**src/rtl/team1_pkg.sv**
```systemverilog
// Shared field positions and timing indices for the team1 basic computer.
package team1_pkg;

    localparam int IR_I_BIT = 15;
    localparam int ION_BIT  = 7;
    localparam int IOF_BIT  = 6;
    localparam int T_DECODE = 2;
    localparam int T_IOEXEC = 3;

    localparam logic [2:0] REGIO = 3'd7;

    // Instruction register layout: I bit, opcode at [14:12], address/IO at [11:0].
    typedef struct packed {
        logic        i;
        logic [2:0]  op;
        logic [11:0] addr;
    } ir_t;

endpackage

```
**src/rtl/onehot_dec_team1.sv**
```systemverilog
// Parameterized N-to-2**N one-hot decoder.
module onehot_dec_team1 #(
    parameter int N = 3
) (
    input  logic [N-1:0]      sel,
    output logic [2**N-1:0]   onehot
);

    // NOTE: assign a default before the indexed write so no latch is inferred.
    always_comb begin
        onehot      = '0;
        onehot[sel] = 1'b1;
    end

endmodule

```
**src/rtl/timing_decode_team1.sv**
```systemverilog
// Timing/decode vectors, IEN and R flip-flops for the team1 basic computer.
// Optional SC legality checker is built when TIMING_DECODE_SEQCHK_EN is defined.
module timing_decode_team1
    import team1_pkg::*;
#(
    parameter int SC_W = 4
) (
    input  logic                 clk,
    input  logic                 CLR_GLOBAL,
    input  logic [SC_W-1:0]      SC,
    input  logic [15:0]          IR,
    input  logic                 HLT,
    input  logic                 FGI,
    input  logic                 FGO,
    output logic [2**SC_W-1:0]   T,
    output logic [7:0]           D,
    output logic                 I,
    output logic [11:0]          B,
    output logic                 R,
    output logic                 r,
    output logic                 p,
    output logic                 IEN,
    output logic                 SEQ_ERR
);

    ir_t        ir_f;
    logic [7:0] d_next;
    logic       decode_en;
    logic       r_set;
    logic       r_clr;
    logic       ien_set;
    logic       ien_clr;

    assign ir_f = IR;

    onehot_dec_team1 #(.N(SC_W)) u_t_dec (
        .sel    (SC),
        .onehot (T)
    );

    onehot_dec_team1 #(.N(3)) u_d_dec (
        .sel    (ir_f.op),
        .onehot (d_next)
    );

    assign r = D[REGIO] & ~I & T[T_IOEXEC];
    assign p = D[REGIO] &  I & T[T_IOEXEC];

    // The interrupt cycle reuses T[2] to clear R, so it must not re-latch the IR.
    assign decode_en = T[T_DECODE] & ~R & ~HLT;
    assign r_set     = ~T[0] & ~T[1] & ~T[T_DECODE] & IEN & (FGI | FGO) & ~HLT;
    assign r_clr     = R & T[T_DECODE] & ~HLT;
    assign ien_set   = p & B[ION_BIT];
    assign ien_clr   = (p & B[IOF_BIT]) | (R & T[T_DECODE]);

    // NOTE: sequential state uses non-blocking assignments so every flop samples pre-edge values.
    always_ff @(posedge clk or posedge CLR_GLOBAL) begin
        if (CLR_GLOBAL) begin
            D   <= '0;
            I   <= 1'b0;
            B   <= '0;
            R   <= 1'b0;
            IEN <= 1'b0;
        end else begin
            if (decode_en) begin
                D <= d_next;
                I <= ir_f.i;
                B <= ir_f.addr;
            end
            if (r_set)
                R <= 1'b1;
            else if (r_clr)
                R <= 1'b0;
            if (!HLT) begin
                if (ien_clr)
                    IEN <= 1'b0;
                else if (ien_set)
                    IEN <= 1'b1;
            end
        end
    end

`ifdef TIMING_DECODE_SEQCHK_EN
    logic [SC_W-1:0] sc_prev;
    logic            sc_legal;

    // A halted counter must hold; otherwise it may hold, advance by one (wrapping) or clear.
    always_comb begin
        if (HLT)
            sc_legal = (SC == sc_prev);
        else
            sc_legal = (SC == sc_prev) || (SC == sc_prev + SC_W'(1)) || (SC == '0);
    end

    always_ff @(posedge clk or posedge CLR_GLOBAL) begin
        if (CLR_GLOBAL) begin
            sc_prev <= '0;
            SEQ_ERR <= 1'b0;
        end else begin
            if (!HLT)
                sc_prev <= SC;
            if (!sc_legal)
                SEQ_ERR <= 1'b1;
        end
    end
`else
    assign SEQ_ERR = 1'b0;
`endif

endmodule

```
**config.mk**
```make
export PLATFORM = sky130hd
export DESIGN_NAME = timing_decode_team1
export DESIGN_NICKNAME = d
export VERILOG_FILES = /design/src/rtl/team1_pkg.sv /design/src/rtl/onehot_dec_team1.sv /design/src/rtl/timing_decode_team1.sv
export SDC_FILE = /design/constraint.sdc
export NUM_CORES = 1
export LEC_CHECK = 0
export CAP_MARGIN = 20
export CORE_MARGIN = 3
export CORE_UTILIZATION = 25
export DETAILED_ROUTE_END_ITERATION = 16
export HOLD_SLACK_MARGIN = 0.12
export PLACE_DENSITY_LB_ADDON = 0.12
export SLEW_MARGIN = 20
export SYNTH_ARGS = -nofsm -noshare
export SYNTH_HDL_FRONTEND = slang
export SYNTH_SLANG_ARGS = --single-unit
```
**constraint.sdc**
```tcl
create_clock -name clk -period 2.39 [get_ports clk]
set_input_delay 0.478 -clock clk [delete_from_list [all_inputs] [get_ports clk]]
set_output_delay 0.478 -clock clk [all_outputs]
set_load 0.005 [all_outputs]
```
==> flow_summary_export.csv, run 1 <==
group,metric,value,unit
critical_path,r2r_slack,0.78,ns
timing,min_period_over_period,97.9,%
timing,finClkSkew,0.000700,ns
hold_path,hold_depth,1,
route,vias_per_cell,4.43,
critical_path,path_common_cell,"clkdlybuf4s50_1",
grt,grt_pass1_wl,5020,µm
critical_path,slowest_delay,0.50,ns
route,drc,0,
finish,syn_to_final_growth,70.8,%
clock_tree,root_buffer,"clkbuf_8",
critical_path,crit_chain,"clkdlybuf4s50_1, and4bb_2, buf_4, clkdlybuf4s50_1",
grt,antenna_found_initial,0,
clock_tree,cts_sinks,23,
floorplan,io_pins,67,
grt,grt_max_degree,24,
finish,finalNetCount,199,
finish,drive_gt1_share,23.7,%
finish,final_common_cell,"clkdlybuf4s50_1",
finish,antenna_cells,0,
floorplan,core-area,4500,µm²
critical_path,arrival,1.86,ns
critical_path,startpoint_type,"input pin",
clock_tree,clock_path_buffers,2,
logic_synthesis,avgSynthCellArea,12.2,µm²
placement,place.gp.congestion,0.721,
critical_path,reg2reg_to,"B[11]$_DFFE_PP0P_",
logic_synthesis,ys_seq_elements,23,
timing,hold_violations,0,
hold_path,hp-start,"B[9]$_DFFE_PP0P_",
route,drtIter0Drc,26,
finish,fillCellCount,435,
grt,grt.total_usage,11.3,%
route,routedWlPerCell,14.4,µm
route,wl,3230,µm
power,power.density,561,nW/µm²
critical_path,crit_fanout,3,
critical_path,critPathSlowestCell,"clkdlybuf4s50_1",
status,status,"complete, no violations",
power,power.static_leakage,1.02,nW
clock_tree,cts_max_level,1,
timing,max_freq,0.428,GHz
timing,slew_violations,0,
logic_synthesis,synth_nets,123,
placement,port_buffers,65,
grt,grt_pass1_vias,1018,
logic_synthesis,synthCells,98,
route,drt-pass1-iter-count,4,
hold_path,hold_class,"flop to flop",
critical_path,crit_family,"buffers and inverters",
logic_synthesis,netlist_area,1200,µm²
hold_path,worstHoldEndpoint,"B[9]$_DFFE_PP0P_",
critical_path,worst-setup-path-type,"input pin to primary output",
route,antenna_left,0,
floorplan,die_area,5660,µm²
logic_synthesis,ys_seq_area_share,48.0,%
logic_synthesis,ys_types,25,
route,vias,997,
timing,holdWs,0.510,ns
finish,postLayoutCoreUtil,45.4,%
critical_path,r2r_cells,3,
critical_path,r2r_start,"R$_DFFE_PP0P_",
timing,period_needed,2.34,ns
clock_tree,clkLatencyLatePin,0.26,ns
critical_path,crit_required,1.91,ns
grt,grt_overflow_total,0,
floorplan,start_util,26.6,%
clock_tree,postCtsHoldBufs,0,
timing,finalSetupViolCount,0,
clock_tree,numCtsBuffers,3,
critical_path,cp-end-kind,"primary output",
flow_run,drv_cap,0,
power,vdd_drop_max,0.000237,V
clock_tree,cts_tree,"built",
critical_path,cp.buffers_inverters,3,
floorplan,row_count,24,
floorplan,die_y,75.2,µm
logic_synthesis,yosys_warnings,0,
clock_tree,clk_pin_slew,0.08,ns
floorplan,die_x,75.2,µm
finish,final_cell_mix,"clkdlybuf4s50_1 (56), dfrtp_1 (23), mux2_4 (20)",
placement,hpwl,2350,µm
[registers in the layout (all words and copies together) (netlist names)]
signal / flops
D: 8
I: 1
B: 12
IEN: 1
R: 1
[worst register-to-register path, delay by kind of cell (launching register included)]
kind,cells,cell delay (ns)
buf+inv,1,0.19
flops,1,0.42
mux,1,0.32
simple gates,1,0.57
[report_power, final]
group | internal (mW) | leakage (nW) | total [mW] | switching [mW]
Combinational | 0.286 | 0.704 | 0.392 | 0.106
Clock | 0.119 | 0.0228 | 0.240 | 0.121
Sequential | 0.465 | 0.298 | 0.516 | 0.0505
Total | 0.870 | 1.02 | 1.15 | 0.277
[what timing repair did]
action | CTS | global route
setup endpoints to repair | 8 | 11
setup buffers | 2 | 1
pin swaps | 1 | 0
resized for setup | 6 | 7
gates cloned | 0 | 0
[worst max-delay path by stage]
stage | from | end | slack, ns | cells past startpoint
2_1_floorplan | SC[2] | B[0]$_DFFE_PP0P_ | 0.49 | 5
3_3_place_gp | SC[1] | p | -0.1 | 4
3_5_place_dp | SC[1] | p | -0.13 | 4
4_1_cts | SC[0] | T[10] | 0.006 | 5
5_1_grt | SC[0] | T[0] | -0.02 | 4
6_report | SC[0] | T[3] | 0.05 | 4
[per-layer routing]
| layer | vias to the layer above | part of all wire, % | track usage [%] |
|---|---|---|---|
| met5 | - | 0 | 0 |
| met4 | 0 | 0.62 | 2.91 |
| met3 | 2 | 7.3 | 2.00 |
| met2 | 40 | 50 | 20.1 |
| met1 | 468 | 42 | 14.2 |
| li1 | 487 | - | - |
[synthesized netlist by cell type, drive strengths merged]
cell type | n | area [µm²]
inv | 3 | 11.3
and3 | 2 | 12.5
nor2 | 13 | 48.8
clkbuf | 2 | 7.51
buf | 4 | 35.0
conb | 1 | 3.75
and4b | 1 | 10.0
nand2b | 5 | 31.3
or2 | 1 | 6.26
nand2 | 4 | 15.0
dfrtp | 23 | 576
o211ai | 1 | 7.51
nor4 | 1 | 6.26
nor3b | 3 | 22.5
mux2 | 21 | 312
nor3 | 5 | 25.0
and4bb | 1 | 12.5
or4 | 1 | 11.3
a221oi | 1 | 8.76
and3b | 2 | 17.5
a21oi | 2 | 10.0
a311oi | 1 | 8.76
[metrics by stage]
step | cells | setup TNS (ns) | worst slack [ns] | power [mW] | cell area, µm²
3_3_place_gp | 218 | -0.486 | -0.0971 | 0.910 | 1950
6_report | 225 | 0 | 0.0511 | 1.15 | 2050
2_1_floorplan | 98 | 0 | 0.487 | 0.667 | 1200
3_5_place_dp | 218 | -1.09 | -0.132 | 0.916 | 1950
5_1_grt | 225 | -0.0155 | -0.0155 | 1.22 | 2050
4_1_cts | 224 | 0 | 0.00573 | 1.17 | 2010
[cell type report]
class,instances,area [µm²],area share (%)
Timing Repair Buffer,77,761,37.2
Multi-Input combinational cell,66,589,28.8
Sequential cell,23,576,28.1
Tap cell,52,65.1,3.18
Clock buffer,4,45.0,2.20
Inverter,3,11.3,0.550
[kinds of logic (layout without fill, tap and decap cells)]
logic type | after synthesis | in the layout | share of synthesized area, %
other cells | 1 | 1 | 0.313
compound gates | 5 | 5 | 2.92
flops | 23 | 23 | 48.0
buf+inv | 9 | 84 | 4.49
simple gates | 39 | 39 | 18.3
mux | 21 | 21 | 26.0
No activity file was read; power rests on OpenSTA's default activity.
==> run 2, diff against run 1 <==
--- a/config.mk
+++ b/config.mk
@@ -7,7 +7,7 @@
 export LEC_CHECK = 0
 export CAP_MARGIN = 20
 export CORE_MARGIN = 3
-export CORE_UTILIZATION = 25
+export CORE_UTILIZATION = 38
 export DETAILED_ROUTE_END_ITERATION = 16
 export HOLD_SLACK_MARGIN = 0.12
 export PLACE_DENSITY_LB_ADDON = 0.12
==> constraint.sdc (replaced) <==
create_clock -name clk -period 2.2 [get_ports clk]
set_input_delay 0.44 -clock clk [delete_from_list [all_inputs] [get_ports clk]]
set_output_delay 0.44 -clock clk [all_outputs]
set_load 0.005 [all_outputs]
==> run 2 against run 1 <==
Core utilization rose by 25 points. Cell area fell by 1.4%. Critical path depth did not move. Combinational power rose by 8.9%. Sequential power rose by 8.7%. Non-clock buffer count rose by 1. Via count rose by 2.2%. Register-to-register slack got worse by 0.19 ns. Global-route usage rose by 4.6 points. Clock power fell by 21%. Count of clock-buffer cells in the layout did not move. Critical path type unchanged. Largest cell class unchanged. Highest routed layer unchanged.
==> flow_summary_export.csv, run 2 (synthesized netlist as in run 1, its figures left out) <==
group,metric,value,unit
finish,antenna_cells,0,
finish,drive_gt1_share,24.1,%
finish,finalNetCount,200,
critical_path,path_common_cell,"clkdlybuf4s50_1",
timing,hold_violations,0,
critical_path,crit_chain,"clkdlybuf4s50_1, buf_6, nor3_1, clkdlybuf4s50_1",
floorplan,die_x,62.2,µm
finish,final_cells,216,
clock_tree,clk_pin_slew,0.12,ns
floorplan,core-area,2880,µm²
floorplan,io_pins,67,
timing,holdWs,0.462,ns
grt,grt_overflow_total,0,
finish,largest_reg_flops,12,
timing,slew_violations,0,
critical_path,cp.buffers_inverters,3,
route,routedWlPerCell,13.9,µm
critical_path,startpoint_type,"input pin",
critical_path,r2r_start,"R$_DFFE_PP0P_",
route,drtIter0Drc,75,
finish,final_common_cell,"clkdlybuf4s50_1",
timing,finClkSkew,0.00556,ns
clock_tree,cts_tree,"built",
floorplan,start_util,41.7,%
clock_tree,postCtsHoldBufs,0,
clock_tree,clock_path_buffers,2,
grt,grt_max_degree,24,
route,antenna_left,0,
floorplan,die_y,62.2,µm
power,power.density,583,nW/µm²
timing,finalSetupViolCount,0,
placement,place_inst,208,
critical_path,crit_family,"buffers and inverters",
timing,min_period_over_period,99.2,%
clock_tree,cts_max_level,1,
grt,grt.total_usage,15.9,%
placement,hpwl,2280,µm
critical_path,slowest_delay,0.53,ns
flow_run,drv_cap,0,
route,vias_per_cell,4.72,
grt,antenna_found_initial,0,
route,vias,1019,
critical_path,crit_fanout,8,
placement,place.gp.congestion,0.795,
grt,grt_pass1_wl,5090,µm
route,drc,0,
route,wl,3000,µm
power,power.static_leakage,1.05,nW
hold_path,hold_class,"input pin to async pin",
critical_path,r2r_cells,3,
clock_tree,clkLatencyLatePin,0.30,ns
critical_path,r2r_slack,0.59,ns
placement,port_buffers,65,
critical_path,cp-end-kind,"primary output",
floorplan,die_area,3860,µm²
critical_path,arrival,1.74,ns
floorplan,row_count,19,
clock_tree,cts_sinks,23,
critical_path,reg2reg_to,"B[8]$_DFFE_PP0P_",
finish,syn_to_final_growth,68.4,%
finish,regMostFlops,"B",
route,drt-pass1-iter-count,4,
clock_tree,root_buffer,"clkbuf_4",
finish,fillCellCount,223,
clock_tree,numCtsBuffers,3,
timing,period_needed,2.18,ns
grt,grt_pass1_vias,1050,
critical_path,critPathSlowestCell,"clkdlybuf4s50_1",
finish,final_cell_mix,"clkdlybuf4s50_1 (48), dfrtp_1 (23), mux2_4 (20)",
finish,largestRegisters,"B x12, D x8",
critical_path,crit_required,1.76,ns
timing,max_freq,0.458,GHz
power,vdd_drop_max,0.000356,V
critical_path,worst-setup-path-type,"input pin to primary output",
status,status,"complete, no violations",
-- run 2: cell type report --
type                            instances  area (µm²)  share of cell area [%]
Clock buffer                            4        26.3                    1.30
Tap cell                               42        52.6                    2.60
Multi-Input combinational cell         66         584                    29.0
Inverter                                3        11.3                   0.558
Sequential cell                        23         576                    28.5
Timing Repair Buffer                   78         768                    38.1
-- run 2: worst max-delay path by stage --
stage                     startpoint          endpoint  depth (start not counted)
after floorplan                SC[2]  B[0]$_DFFE_PP0P_                          5
after global placement         SC[2]                 p                          4
after CTS                      SC[0]              T[2]                          5
after global routing           SC[1]              T[4]                          4
after detailed placement       SC[2]                 p                          4
final                          SC[1]              T[4]                          4
-- run 2: power breakdown --
| part | internal, mW | total, mW | leakage [nW] | switching, mW |
|---|---|---|---|---|
| registers | 0.505 | 0.561 | 0.298 | 0.0553 |
| logic | 0.312 | 0.427 | 0.733 | 0.114 |
| clock network | 0.0704 | 0.189 | 0.0150 | 0.118 |
-- run 2: worst register-to-register path, cell delays in order, from the launching register on --
cell and delay, ns:
dfrtp_1 0.43, or4_4 0.59, buf_12 0.18, mux2_4 0.30
-- run 2: repair_timing --
item | in CTS | in global routing
pin swaps | 1 | 1
endpoints found under the setup margin | 18 | 4
buffers inserted | 4 | 0
resized for setup | 18 | 6
-- run 2: routing by layer --
metal,global-route usage (%),up-vias,wire length (µm)
met4,4.14,0,16
met5,0,-,0
met1,19.8,482,1250
li1,-,490,-
met3,4.50,2,240
met2,27.2,45,1490
-- run 2: through the flow --
stage | setup TNS, ns | total power [mW] | setup WS (ns) | cell area (µm²) | utilization (%)
final | 0 | 1.18 | 0.0186 | 2020 | 70.2
after global routing | -0.0607 | 1.26 | -0.0607 | 2020 | 70.2
after CTS | 0 | 1.19 | 0.0107 | 2010 | 70.0
after detailed placement | -5.64 | 0.994 | -0.213 | 1950 | 67.9
after global placement | -4.36 | 0.984 | -0.185 | 1950 | 67.9
after floorplan | 0 | 0.725 | 0.335 | 1200 | -
==> run 3, diff against run 2 <==
--- a/config.mk
+++ b/config.mk
@@ -6,6 +6,7 @@
 export NUM_CORES = 1
 export LEC_CHECK = 0
 export CAP_MARGIN = 20
+export CORE_ASPECT_RATIO = 0.8
 export CORE_MARGIN = 3
 export CORE_UTILIZATION = 38
 export DETAILED_ROUTE_END_ITERATION = 16
@@ -15,3 +16,4 @@
 export SYNTH_ARGS = -nofsm -noshare
 export SYNTH_HDL_FRONTEND = slang
 export SYNTH_SLANG_ARGS = --single-unit
+export TNS_END_PERCENT = 1
==> run 3 against run 2 <==
Critical path depth did not move. Via count rose by 1.3%. Global-route usage rose by 0.94 points. Maximum frequency rose by 0.40%. Critical endpoint is now T[0]. Final cell count fell by 2.3%. Flip-flop and latch count did not move. Clock power rose by 31%. First-iteration DRC count fell by 36%. Power rose by 5.2%.
==> flow_summary_export.csv, run 3 (synthesized netlist as in run 1, its figures left out) <==
group,metric,value,unit
clock_tree,postCtsHoldBufs,0,
timing,min_period_over_period,98.8,%
critical_path,crit_path_start,"SC[2]",
clock_tree,clock_path_buffers,2,
placement,port_buffers,65,
timing,slew_headroom,65.8,%
timing,slew_violations,0,
finish,antenna_cells,0,
finish,largest_reg_flops,12,
timing,finClkSkew,0.00242,ns
route,drtIter0Drc,48,
critical_path,crit_chain,"dlygate4sd2_1, or2_1, nor3_1, clkdlybuf4s50_1",
critical_path,arrival,1.73,ns
grt,grt_pass1_vias,1009,
status,status,"complete, no violations",
floorplan,die_area,3870,µm²
power,power.density,613,nW/µm²
finish,syn_to_final_growth,68.3,%
grt,top_usage_layer,"met2",
critical_path,r2r_start,"R$_DFFE_PP0P_",
power,p_total,1.24,mW
timing,hold_violations,0,
placement,placed_area,1950,µm²
placement,place_inst,206,
route,drt-pass1-iter-count,4,
clock_tree,numCtsBuffers,3,
route,vias_per_cell,4.89,
timing,holdWs,0.500,ns
hold_path,hold_class,"flop to flop",
finish,largestRegisters,"B x12, D x8",
grt,use_met3,4.24,%
critical_path,cp.buffers_inverters,2,
route,vias,1032,
flow_run,drv_cap,0,
clock_tree,root_buffer,"clkbuf_8",
route,drc,0,
clock_tree,cts_tree,"built",
clock_tree,clk_pin_slew,0.08,ns
clock_tree,cts_sinks,23,
placement,hpwl,2500,µm
critical_path,reg2reg_to,"B[3]$_DFFE_PP0P_",
route,wl,3270,µm
timing,tightestPinTransition,0.512,ns
timing,finalSetupViolCount,0,
finish,final_common_cell,"clkdlybuf4s50_1",
placement,place.gp.congestion,0.813,
placement,dp_slack,-0.160,ns
timing,setup_ws,0.0272,ns
finish,final_cells,211,
timing,max_freq,0.460,GHz
timing,fin_tns_setup,0,ns
finish,final_cell_mix,"clkdlybuf4s50_1 (49), dfrtp_1 (23), mux2_4 (20)",
grt,grt.met2_usage,29.3,%
hold_path,worstHoldEndpoint,"IEN$_DFFE_PP0P_",
critical_path,cp-end-kind,"primary output",
grt,grtUsageMet1,21.9,%
critical_path,r2r_cells,3,
critical_path,crit_required,1.76,ns
floorplan,die_x,68.8,µm
grt,grt_max_degree,22,
floorplan,core-area,2890,µm²
finish,postLayoutCoreUtil,69.7,%
finish,finalNetCount,199,
finish,regMostFlops,"B",
floorplan,io_pins,67,
grt,grt_pass1_wl,5000,µm
finish,fin_area,2020,µm²
critical_path,r2r_slack,0.61,ns
grt,antenna_found_initial,0,
critical_path,worst-setup-path-type,"input pin to primary output",
grt,grt.total_usage,16.9,%
timing,period_needed,2.17,ns
critical_path,slowest_delay,0.53,ns
timing,rsz0062_at_grt,"true",
floorplan,start_util,41.4,%
clock_tree,clkLatencyLatePin,0.26,ns
route,routedWlPerCell,15.5,µm
critical_path,critPathSlowestCell,"clkdlybuf4s50_1",
floorplan,row_count,17,
clock_tree,cts_max_level,1,
grt,grt_overflow_total,0,
route,antenna_left,0,
hold_path,hold_depth,1,
power,power.static_leakage,1.04,nW
hold_path,hp-start,"B[6]$_DFFE_PP0P_",
floorplan,die_y,56.2,µm
power,vdd_drop_max,0.000468,V
critical_path,startpoint_type,"input pin",
critical_path,crit_family,"buffers and inverters",
critical_path,crit_fanout,5,
finish,drive_gt1_share,24.3,%
-- run 3: changes by cell type in the layout (fill, tap and decap cells not counted), sizes merged --
cell | before | now
clkdlybuf4s50 | 48 | 49
clkinv | 0 | 1
clkdlybuf4s15 | 1 | 0
buf | 13 | 12
clkbuf | 5 | 3
dlygate4sd2 | 12 | 13
-- run 3: timing repair --
| action | CTS | global route |
|---|---|---|
| gates resized for setup | 16 | 3 |
| setup buffers | 0 | 1 |
| pin swaps | 0 | 1 |
| cloned | 0 | 0 |
| setup endpoints to repair | 18 | 8 |
-- run 3: worst max-delay path by stage --
stage / depth (start not counted) / to
final: 4 / T[0]
after global routing: 4 / T[0]
after CTS: 4 / p
after detailed placement: 5 / T[10]
after global placement: 4 / p
after floorplan: 5 / B[0]$_DFFE_PP0P_
-- run 3: layer usage --
layer | up-vias | part of all wire (%) | routed length [µm]
li1 | 489 | - | -
met1 | 500 | 41 | 1340
met2 | 41 | 51 | 1670
met3 | 2 | 7.4 | 241
met4 | 0 | 0.64 | 21
met5 | - | 0 | 0
-- run 3: power by group --
part	internal (mW)	leakage, nW	switching (mW)	total [mW]
sequential	0.506	0.298	0.0544	0.560
clock	0.126	0.0255	0.122	0.248
combinational	0.309	0.719	0.119	0.429
-- run 3: area by class of cell --
| cell class | count | area (µm²) |
|---|---|---|
| Clock buffer | 3 | 41.3 |
| Multi-Input combinational cell | 66 | 592 |
| Timing Repair Buffer | 77 | 744 |
| Tap cell | 38 | 47.5 |
| Clock inverter | 1 | 5.00 |
| Fill cell | 229 | 876 |
| Sequential cell | 23 | 576 |
| Inverter | 3 | 11.3 |
